## src/rtl/serial_adder_if.sv

```systemverilog
// Operand/result bundle for serial_adder: start request, operands and registered results.
// Latency: none (wires only).
// Backpressure: start is ignored by the slave while busy is high.
interface serial_adder_if #(
  parameter int WIDTH = 8
);
  logic             start;
  logic [WIDTH-1:0] a;
  logic [WIDTH-1:0] b;
  logic             c_in;
  logic             sub;
  logic             busy;
  logic             done;
  logic [WIDTH-1:0] sum;
  logic             c_out;
  logic             overflow;

  modport master (
    output start, a, b, c_in, sub,
    input  busy, done, sum, c_out, overflow
  );

  modport slave (
    input  start, a, b, c_in, sub,
    output busy, done, sum, c_out, overflow
  );
endinterface

```

## src/rtl/serial_adder.sv

```systemverilog
// Digit-serial add/subtract: DIGIT bits per cycle through one ripple stage, with carry-out and signed overflow.
// Latency: start accepted at edge t0, done pulses in the cycle after edge t0+WIDTH/DIGIT.
// Backpressure: start is only sampled while busy=0 (IDLE or the DONE cycle); otherwise it is dropped, never queued.
module serial_adder #(
  parameter int WIDTH = 8,
  parameter int DIGIT = 1
) (
  input logic          clk,
  input logic          rst_n,
  serial_adder_if.slave bus
);

  localparam int STEPS = WIDTH / DIGIT;
  localparam int CNT_W = (STEPS > 1) ? $clog2(STEPS) : 1;

  generate
    if (WIDTH < 1 || DIGIT < 1 || (WIDTH % DIGIT) != 0) begin : g_bad_params
      $error("serial_adder: DIGIT must be >= 1 and divide WIDTH exactly");
    end
  endgenerate

  typedef enum logic [1:0] {IDLE, RUN, DONE} state_t;

  state_t             state_q, state_d;
  logic [WIDTH-1:0]   a_q, b_q;
  logic               carry_q;
  logic [CNT_W-1:0]   cnt_q;
  logic [WIDTH-1:0]   sum_q;
  logic               c_out_q;
  logic               ovf_q;

  logic               accept;
  logic               last_step;
  logic [DIGIT-1:0]   dig_sum;
  logic               dig_cout;
  logic               dig_cmsb;
  logic [WIDTH-1:0]   res_next;

  // One DIGIT-wide ripple stage; also returns the carry into its top bit,
  // which on the final step is the carry into the operand MSB.
  function automatic logic [DIGIT+1:0] digit_add(input logic [DIGIT-1:0] x,
                                                 input logic [DIGIT-1:0] y,
                                                 input logic             cin);
    logic [DIGIT:0]   c;
    logic [DIGIT-1:0] s;
    c    = '0;
    s    = '0;
    c[0] = cin;
    for (int i = 0; i < DIGIT; i++) begin
      s[i]   = x[i] ^ y[i] ^ c[i];
      c[i+1] = (x[i] & y[i]) | (c[i] & (x[i] ^ y[i]));
    end
    return {c[DIGIT-1], c[DIGIT], s};
  endfunction

  assign accept    = bus.start && (state_q != RUN);
  assign last_step = (state_q == RUN) && (cnt_q == CNT_W'(STEPS - 1));

  // Current digit of the sum from the low bits of the shifting operands.
  always_comb begin
    {dig_cmsb, dig_cout, dig_sum} = digit_add(a_q[DIGIT-1:0], b_q[DIGIT-1:0], carry_q);
  end

  // Result digits enter from the MSB end; with a single step there is nothing to accumulate.
  generate
    if (WIDTH > DIGIT) begin : g_acc
      logic [WIDTH-DIGIT-1:0] acc_q;

      assign res_next = {dig_sum, acc_q};

      // Partial result accumulator, only advanced while running.
      always_ff @(posedge clk or negedge rst_n) begin
        if (!rst_n) begin
          acc_q <= '0;
        end else if (state_q == RUN) begin
          acc_q <= res_next[WIDTH-1:DIGIT];
        end
      end
    end else begin : g_noacc
      assign res_next = dig_sum;
    end
  endgenerate

  // State register.
  always_ff @(posedge clk or negedge rst_n) begin
    if (!rst_n) begin
      state_q <= IDLE;
    end else begin
      state_q <= state_d;
    end
  end

  // Next state: DONE lasts one cycle and may chain straight into RUN.
  always_comb begin
    state_d = state_q;
    case (state_q)
      IDLE:    if (bus.start) state_d = RUN;
      RUN:     if (last_step) state_d = DONE;
      DONE:    state_d = bus.start ? RUN : IDLE;
      default: state_d = IDLE;
    endcase
  end

  // Operand capture, per-step shift/carry update, and result load on the final step.
  always_ff @(posedge clk or negedge rst_n) begin
    if (!rst_n) begin
      a_q     <= '0;
      b_q     <= '0;
      carry_q <= 1'b0;
      cnt_q   <= '0;
      sum_q   <= '0;
      c_out_q <= 1'b0;
      ovf_q   <= 1'b0;
    end else if (accept) begin
      // Subtraction is a + ~b + ~borrow_in, so invert B and the incoming carry here.
      a_q     <= bus.a;
      b_q     <= bus.sub ? ~bus.b : bus.b;
      carry_q <= bus.c_in ^ bus.sub;
      cnt_q   <= '0;
    end else if (state_q == RUN) begin
      a_q     <= a_q >> DIGIT;
      b_q     <= b_q >> DIGIT;
      carry_q <= dig_cout;
      cnt_q   <= cnt_q + CNT_W'(1);
      if (last_step) begin
        sum_q   <= res_next;
        c_out_q <= dig_cout;
        ovf_q   <= dig_cout ^ dig_cmsb;
      end
    end
  end

  assign bus.busy     = (state_q == RUN);
  assign bus.done     = (state_q == DONE);
  assign bus.sum      = sum_q;
  assign bus.c_out    = c_out_q;
  assign bus.overflow = ovf_q;

endmodule

```

## src/flat_wrapper.sv

```systemverilog
// flat-port wrapper written by rule: the top's interface ports become plain ports
module serial_adder_flat 
#(
  parameter int WIDTH = 8,
  parameter int DIGIT = 1
)
  (clk, rst_n, bus_start, bus_a, bus_b, bus_c_in, bus_sub, bus_busy, bus_done, bus_sum, bus_c_out, bus_overflow);
  serial_adder_if #(.WIDTH(WIDTH)) bus_i ();
  input logic clk;
  input logic rst_n;
  input wire logic [$bits(bus_i.start)-1:0] bus_start;
  input wire logic [$bits(bus_i.a)-1:0] bus_a;
  input wire logic [$bits(bus_i.b)-1:0] bus_b;
  input wire logic [$bits(bus_i.c_in)-1:0] bus_c_in;
  input wire logic [$bits(bus_i.sub)-1:0] bus_sub;
  output wire logic [$bits(bus_i.busy)-1:0] bus_busy;
  output wire logic [$bits(bus_i.done)-1:0] bus_done;
  output wire logic [$bits(bus_i.sum)-1:0] bus_sum;
  output wire logic [$bits(bus_i.c_out)-1:0] bus_c_out;
  output wire logic [$bits(bus_i.overflow)-1:0] bus_overflow;
  assign bus_i.start = bus_start;
  assign bus_i.a = bus_a;
  assign bus_i.b = bus_b;
  assign bus_i.c_in = bus_c_in;
  assign bus_i.sub = bus_sub;
  assign bus_busy = bus_i.busy;
  assign bus_done = bus_i.done;
  assign bus_sum = bus_i.sum;
  assign bus_c_out = bus_i.c_out;
  assign bus_overflow = bus_i.overflow;
  serial_adder #(.WIDTH(WIDTH), .DIGIT(DIGIT)) u_core (.clk(clk), .rst_n(rst_n), .bus(bus_i));
endmodule
```

## config.mk

```make
export PLATFORM = sky130hd
export DESIGN_NAME = serial_adder_flat
export DESIGN_NICKNAME = d
export VERILOG_FILES = /design/src/rtl/serial_adder_if.sv /design/src/rtl/serial_adder.sv /design/src/flat_wrapper.sv
export SDC_FILE = /design/constraint.sdc
export NUM_CORES = 1
export LEC_CHECK = 0
export CAP_MARGIN = 20
export CORE_MARGIN = 2
export CORE_UTILIZATION = 51
export CTS_CLUSTER_SIZE = 24
export DETAILED_ROUTE_END_ITERATION = 16
export PLACE_DENSITY = 0.78
export SYNTH_ARGS = -nofsm -noshare
export SYNTH_HDL_FRONTEND = slang
export SYNTH_SLANG_ARGS = --single-unit
```

## constraint.sdc

```tcl
create_clock -name clk -period 2.24 [get_ports clk]
set_clock_uncertainty 0.1 [all_clocks]
set_input_delay 0.336 -clock clk [delete_from_list [all_inputs] [get_ports clk]]
set_output_delay 0.336 -clock clk [all_outputs]
set_load 0.05 [all_outputs]
```

==> impl_metrics.prom <==
# TYPE chip_impl_metric gauge
chip_impl_metric{name="number_of_placed_instances_with_taps_included",unit=""} 231
chip_impl_metric{name="via_count_of_the_first_global_routing_pass",unit=""} 1229
chip_impl_metric{name="clock_sinks",unit=""} 39
chip_impl_info{name="violations",value="negative hold slack"} 1
chip_impl_metric{name="synth_area_per_cell",unit="um2"} 11.2
chip_impl_metric{name="critPathMaxFanout",unit=""} 4
chip_impl_metric{name="pin_count_of_the_biggest_net_entering_global_routing",unit=""} 40
chip_impl_metric{name="seqPwrFrac",unit="%"} 41.8
chip_impl_metric{name="place_ws",unit="ns"} 0.485
chip_impl_metric{name="clkPwrFrac",unit="%"} 13.9
chip_impl_metric{name="postCtsResizedCells",unit=""} 0
chip_impl_metric{name="post_route_cells_drive_above_1_share",unit="%"} 11.9
chip_impl_metric{name="routed_via_density",unit=""} 4.91
chip_impl_metric{name="die_w",unit="um"} 62.7
chip_impl_info{name="path_cells",value="nor2b_1 > clkdlybuf4s50_1"} 1
chip_impl_metric{name="timing.final.crit_share",unit="%"} 94.3
chip_impl_info{name="crit_path_top_delay_cell",value="sky130_fd_sc_hd__clkdlybuf4s50_1"} 1
chip_impl_metric{name="worst_skew_pair.late_latency",unit="ns"} 0.33
chip_impl_metric{name="num_io_pins",unit=""} 33
chip_impl_metric{name="grt_overflow_total",unit=""} 0
chip_impl_info{name="synth-main-ff-cell",value="sky130_fd_sc_hd__dfrtp_1"} 1
chip_impl_metric{name="leakage",unit="nW"} 1.07
chip_impl_metric{name="grt_first_pass_wirelength",unit="um"} 5120
chip_impl_metric{name="fmax",unit="MHz"} 474
chip_impl_metric{name="drc",unit=""} 0
chip_impl_metric{name="placedInstanceArea",unit="um2"} 2120
chip_impl_metric{name="initial_core_util",unit="%"} 52.7
chip_impl_info{name="rsz0062_at_grt",value="no"} 1
chip_impl_metric{name="gp_congestion",unit=""} 0.771
chip_impl_info{name="cts_root_buf",value="sky130_fd_sc_hd__clkbuf_4"} 1
chip_impl_metric{name="final.setup.worst_slack",unit="ns"} 0.128
chip_impl_metric{name="antenna-diode-count",unit=""} 0
chip_impl_metric{name="ff2ff_setup_slack",unit="ns"} 0.56
chip_impl_metric{name="dr.first_iter.drc_count",unit=""} 43
chip_impl_metric{name="switching_fraction_of_total_power",unit="%"} 39.7
chip_impl_metric{name="finish.net_count",unit=""} 216
chip_impl_metric{name="setup_violations",unit=""} 0
chip_impl_metric{name="number_of_antenna_violations_at_the_first_check_in_global_routing",unit=""} 0
chip_impl_metric{name="core-area",unit="um2"} 3340
chip_impl_metric{name="antenna_nets_post_route",unit=""} 0
chip_impl_metric{name="cts_htree_levels",unit=""} 2
chip_impl_metric{name="synth.cell_area",unit="um2"} 1760
chip_impl_metric{name="synth_seq_area_share",unit="%"} 55.5
chip_impl_metric{name="postCtsHoldBufs",unit=""} 0
chip_impl_metric{name="place_hpwl",unit="um"} 2120
chip_impl_metric{name="syn-instance-count",unit=""} 157
chip_impl_metric{name="power_density",unit="nW/um2"} 1300
chip_impl_metric{name="post_synthesis_cell_type_count",unit=""} 23
chip_impl_info{name="rr_endpoint",value="u_core.bus.sum[7]$_DFFE_PN0P_"} 1
chip_impl_metric{name="worstPathArrival",unit="ns"} 1.68
chip_impl_metric{name="routed_wire_length_per_instance",unit="um"} 12.2
chip_impl_metric{name="finalCriticalPeriod",unit="ns"} 2.11
chip_impl_info{name="critPathTopFamily",value="buffers and inverters"} 1
chip_impl_metric{name="worst_ir_drop_vdd",unit="uV"} 473
chip_impl_metric{name="worst_hold_slack",unit="ns"} -0.00978
chip_impl_metric{name="intPower",unit="W"} 0.00171
chip_impl_info{name="crit_start",value="u_core.state_q[0]$_DFFE_PN0P_"} 1
chip_impl_metric{name="die_area",unit="um2"} 3940
chip_impl_info{name="run_status",value="complete, but fails checks"} 1
chip_impl_metric{name="worstPathBufferInverterCount",unit=""} 1
chip_impl_metric{name="num-fill-cells",unit=""} 296
chip_impl_metric{name="row_count",unit=""} 21
chip_impl_info{name="hold_path_class",value="in2async"} 1
chip_impl_metric{name="finalSetupTns",unit="ns"} 0
chip_impl_metric{name="timing.reg2reg.worst_path_depth",unit=""} 5
chip_impl_metric{name="area.growth.synth_to_final",unit="%"} 24.5
chip_impl_metric{name="timing.final.hold_violations",unit=""} 19
chip_impl_metric{name="detail_route.first_pass.iterations",unit=""} 4
chip_impl_metric{name="count_of_input_and_output_buffers",unit=""} 32
chip_impl_metric{name="postSynth.asyncResetShare",unit="%"} 100
chip_impl_metric{name="worst_setup_hold_path_clk_slew",unit="ns"} 0.11
chip_impl_info{name="cp_capture_point",value="bus_done"} 1
chip_impl_info{name="endpoint_kind",value="output pin"} 1
chip_impl_metric{name="max_slew_margin",unit="%"} 44.7
chip_impl_metric{name="synth.yosys.warnings",unit=""} 0
chip_impl_metric{name="timing_max_transition_violations_final",unit=""} 0
chip_impl_metric{name="finish.instance_area",unit="um2"} 2190
chip_impl_metric{name="die_span_y",unit="um"} 62.7
chip_impl_metric{name="synth_enable_flop_cells",unit=""} 0
chip_impl_metric{name="timing.critical_path.depth",unit=""} 2
chip_impl_metric{name="switchingPower",unit="W"} 0.00113
chip_impl_metric{name="cp_data_required_time",unit="ns"} 1.80
chip_impl_metric{name="yosys_register_bits",unit=""} 39
chip_impl_info{name="timing.setup.critical_path_class",value="reg2out"} 1
chip_impl_metric{name="worstMarginPinSlew",unit="ns"} 0.829
chip_impl_metric{name="cts_made_buffers",unit=""} 5
chip_impl_metric{name="share_comb_of_total_power",unit="%"} 44.3
chip_impl_metric{name="track_usage",unit="%"} 17.0
chip_impl_metric{name="max_cap_violations",unit=""} 0
chip_impl_metric{name="detailroute.via_count",unit=""} 1173
chip_impl_info{name="worstReg2RegStart",value="u_core.cnt_q[0]$_DFFE_PN0P_"} 1
chip_impl_metric{name="final-instance-count-excl-fill",unit=""} 239
chip_impl_metric{name="routed_wire_length",unit="um"} 2920
chip_impl_metric{name="synth_nets",unit=""} 181
chip_impl_info{name="tritoncts",value="built"} 1
chip_impl_metric{name="critical_path.max_stage_delay",unit="ns"} 0.80
chip_impl_info{name="setup.worst_path.start_class",value="flop"} 1
chip_impl_info{name="layout_commonest_cell",value="sky130_fd_sc_hd__nand2_1"} 1
chip_impl_metric{name="cts_post_setup_buffers_inserted",unit=""} 0
chip_impl_info{name="final_cell_mix",value="41 x sky130_fd_sc_hd__nand2_1, 39 x sky130_fd_sc_hd__dfrtp_1, 30 x sky130_fd_sc_hd__clkdlybuf4s50_1"} 1
chip_impl_metric{name="clock_path_buffers",unit=""} 2
-- per-layer routing --
metal  wire (um)  share of wire, %  vias up  GRT usage, %
li1            -                 -      584             -
met1        1230                42      558          17.8
met2        1500                52       29          30.5
met3         160               5.5        2          7.21
met4          21              0.72        0          5.83
met5           0                 0        -             0
-- kinds of logic after synthesis --
| logic type | synth area share (%) |
|---|---|
| buf+inv | 3.91 |
| flops | 55.5 |
| fa+ha+maj | 2.56 |
| mux | 16.4 |
| xor+xnor | 4.98 |
| compound gates | 6.33 |
| simple gates | 10.4 |
-- cells in the mapped netlist, types with 2 or more instances --
library cell	n	area, um2
sky130_fd_sc_hd__buf_2	3	15.0
sky130_fd_sc_hd__buf_4	3	22.5
sky130_fd_sc_hd__dfrtp_1	39	976
sky130_fd_sc_hd__ha_1	2	25.0
sky130_fd_sc_hd__inv_1	3	11.3
sky130_fd_sc_hd__mux2_2	2	22.5
sky130_fd_sc_hd__mux2_4	7	105
sky130_fd_sc_hd__mux2i_1	16	160
sky130_fd_sc_hd__nand2_1	41	154
sky130_fd_sc_hd__o21ai_0	20	100
sky130_fd_sc_hd__xnor2_1	2	17.5
sky130_fd_sc_hd__xor2_1	8	70.1
-- cell type report --
cell class              instances  area [um2]  share of cell area (%)
inverters                       3        11.3                   0.514
repair buffers                 37         363                    16.6
multi-input cells             106         714                    32.6
clock buffers                   8        68.8                    3.14
well taps                      46        57.6                    2.63
flip-flops and latches         39         976                    44.5
-- worst min path at each step --
stage,cells after the start,to,slack (ns),from
final,1,u_core.bus.sum[5]$_DFFE_PN0P_,-0.01,rst_n
after global routing,1,u_core.state_q[1]$_DFFE_PN0P_,0.04,rst_n
after CTS,1,u_core.carry_q$_DFFE_PN0P_,0.01,rst_n
after detailed placement,2,u_core.a_q[3]$_DFFE_PN0P_,0.37,u_core.a_q[4]$_DFFE_PN0P_
after global placement,2,u_core.g_acc.acc_q[0]$_DFFE_PN0N_,0.36,u_core.g_acc.acc_q[0]$_DFFE_PN0N_
after floorplan,0,u_core.a_q[0]$_DFFE_PN0P_,-0.06,rst_n
-- power groups by stage --
| stage | logic, W | registers (W) | clock network, W |
|---|---|---|---|
| floorplan | 0.000624 | 0.00143 | 0 |
| global placement | 0.00124 | 0.00118 | 0 |
| detailed placement | 0.00128 | 0.00121 | 0 |
| CTS | 0.00128 | 0.00119 | 0.000415 |
| global route | 0.00138 | 0.00122 | 0.000457 |
| finish | 0.00126 | 0.00119 | 0.000395 |
-- through the flow --
stage	power [W]	util [%]	hold WS (ns)
6_report	0.00284	65.7	-0.00978
5_1_grt	0.00306	65.7	0.0369
4_1_cts	0.00288	65.7	0.0103
3_5_place_dp	0.00248	63.6	0.374
3_3_place_gp	0.00241	63.6	0.361
2_1_floorplan	0.00205	-	-0.0596
-- sequential cells by signal, indices dropped and copies added (netlist names) --
register and count:
u_core.b_q 8, u_core.a_q 8, u_core.bus.sum 8, u_core.g_acc.acc_q 7
u_core.cnt_q 3, u_core.state_q 2, u_core.bus.overflow 1, u_core.carry_q 1
u_core.bus.c_out 1
Power figures use the tool's default switching activity.
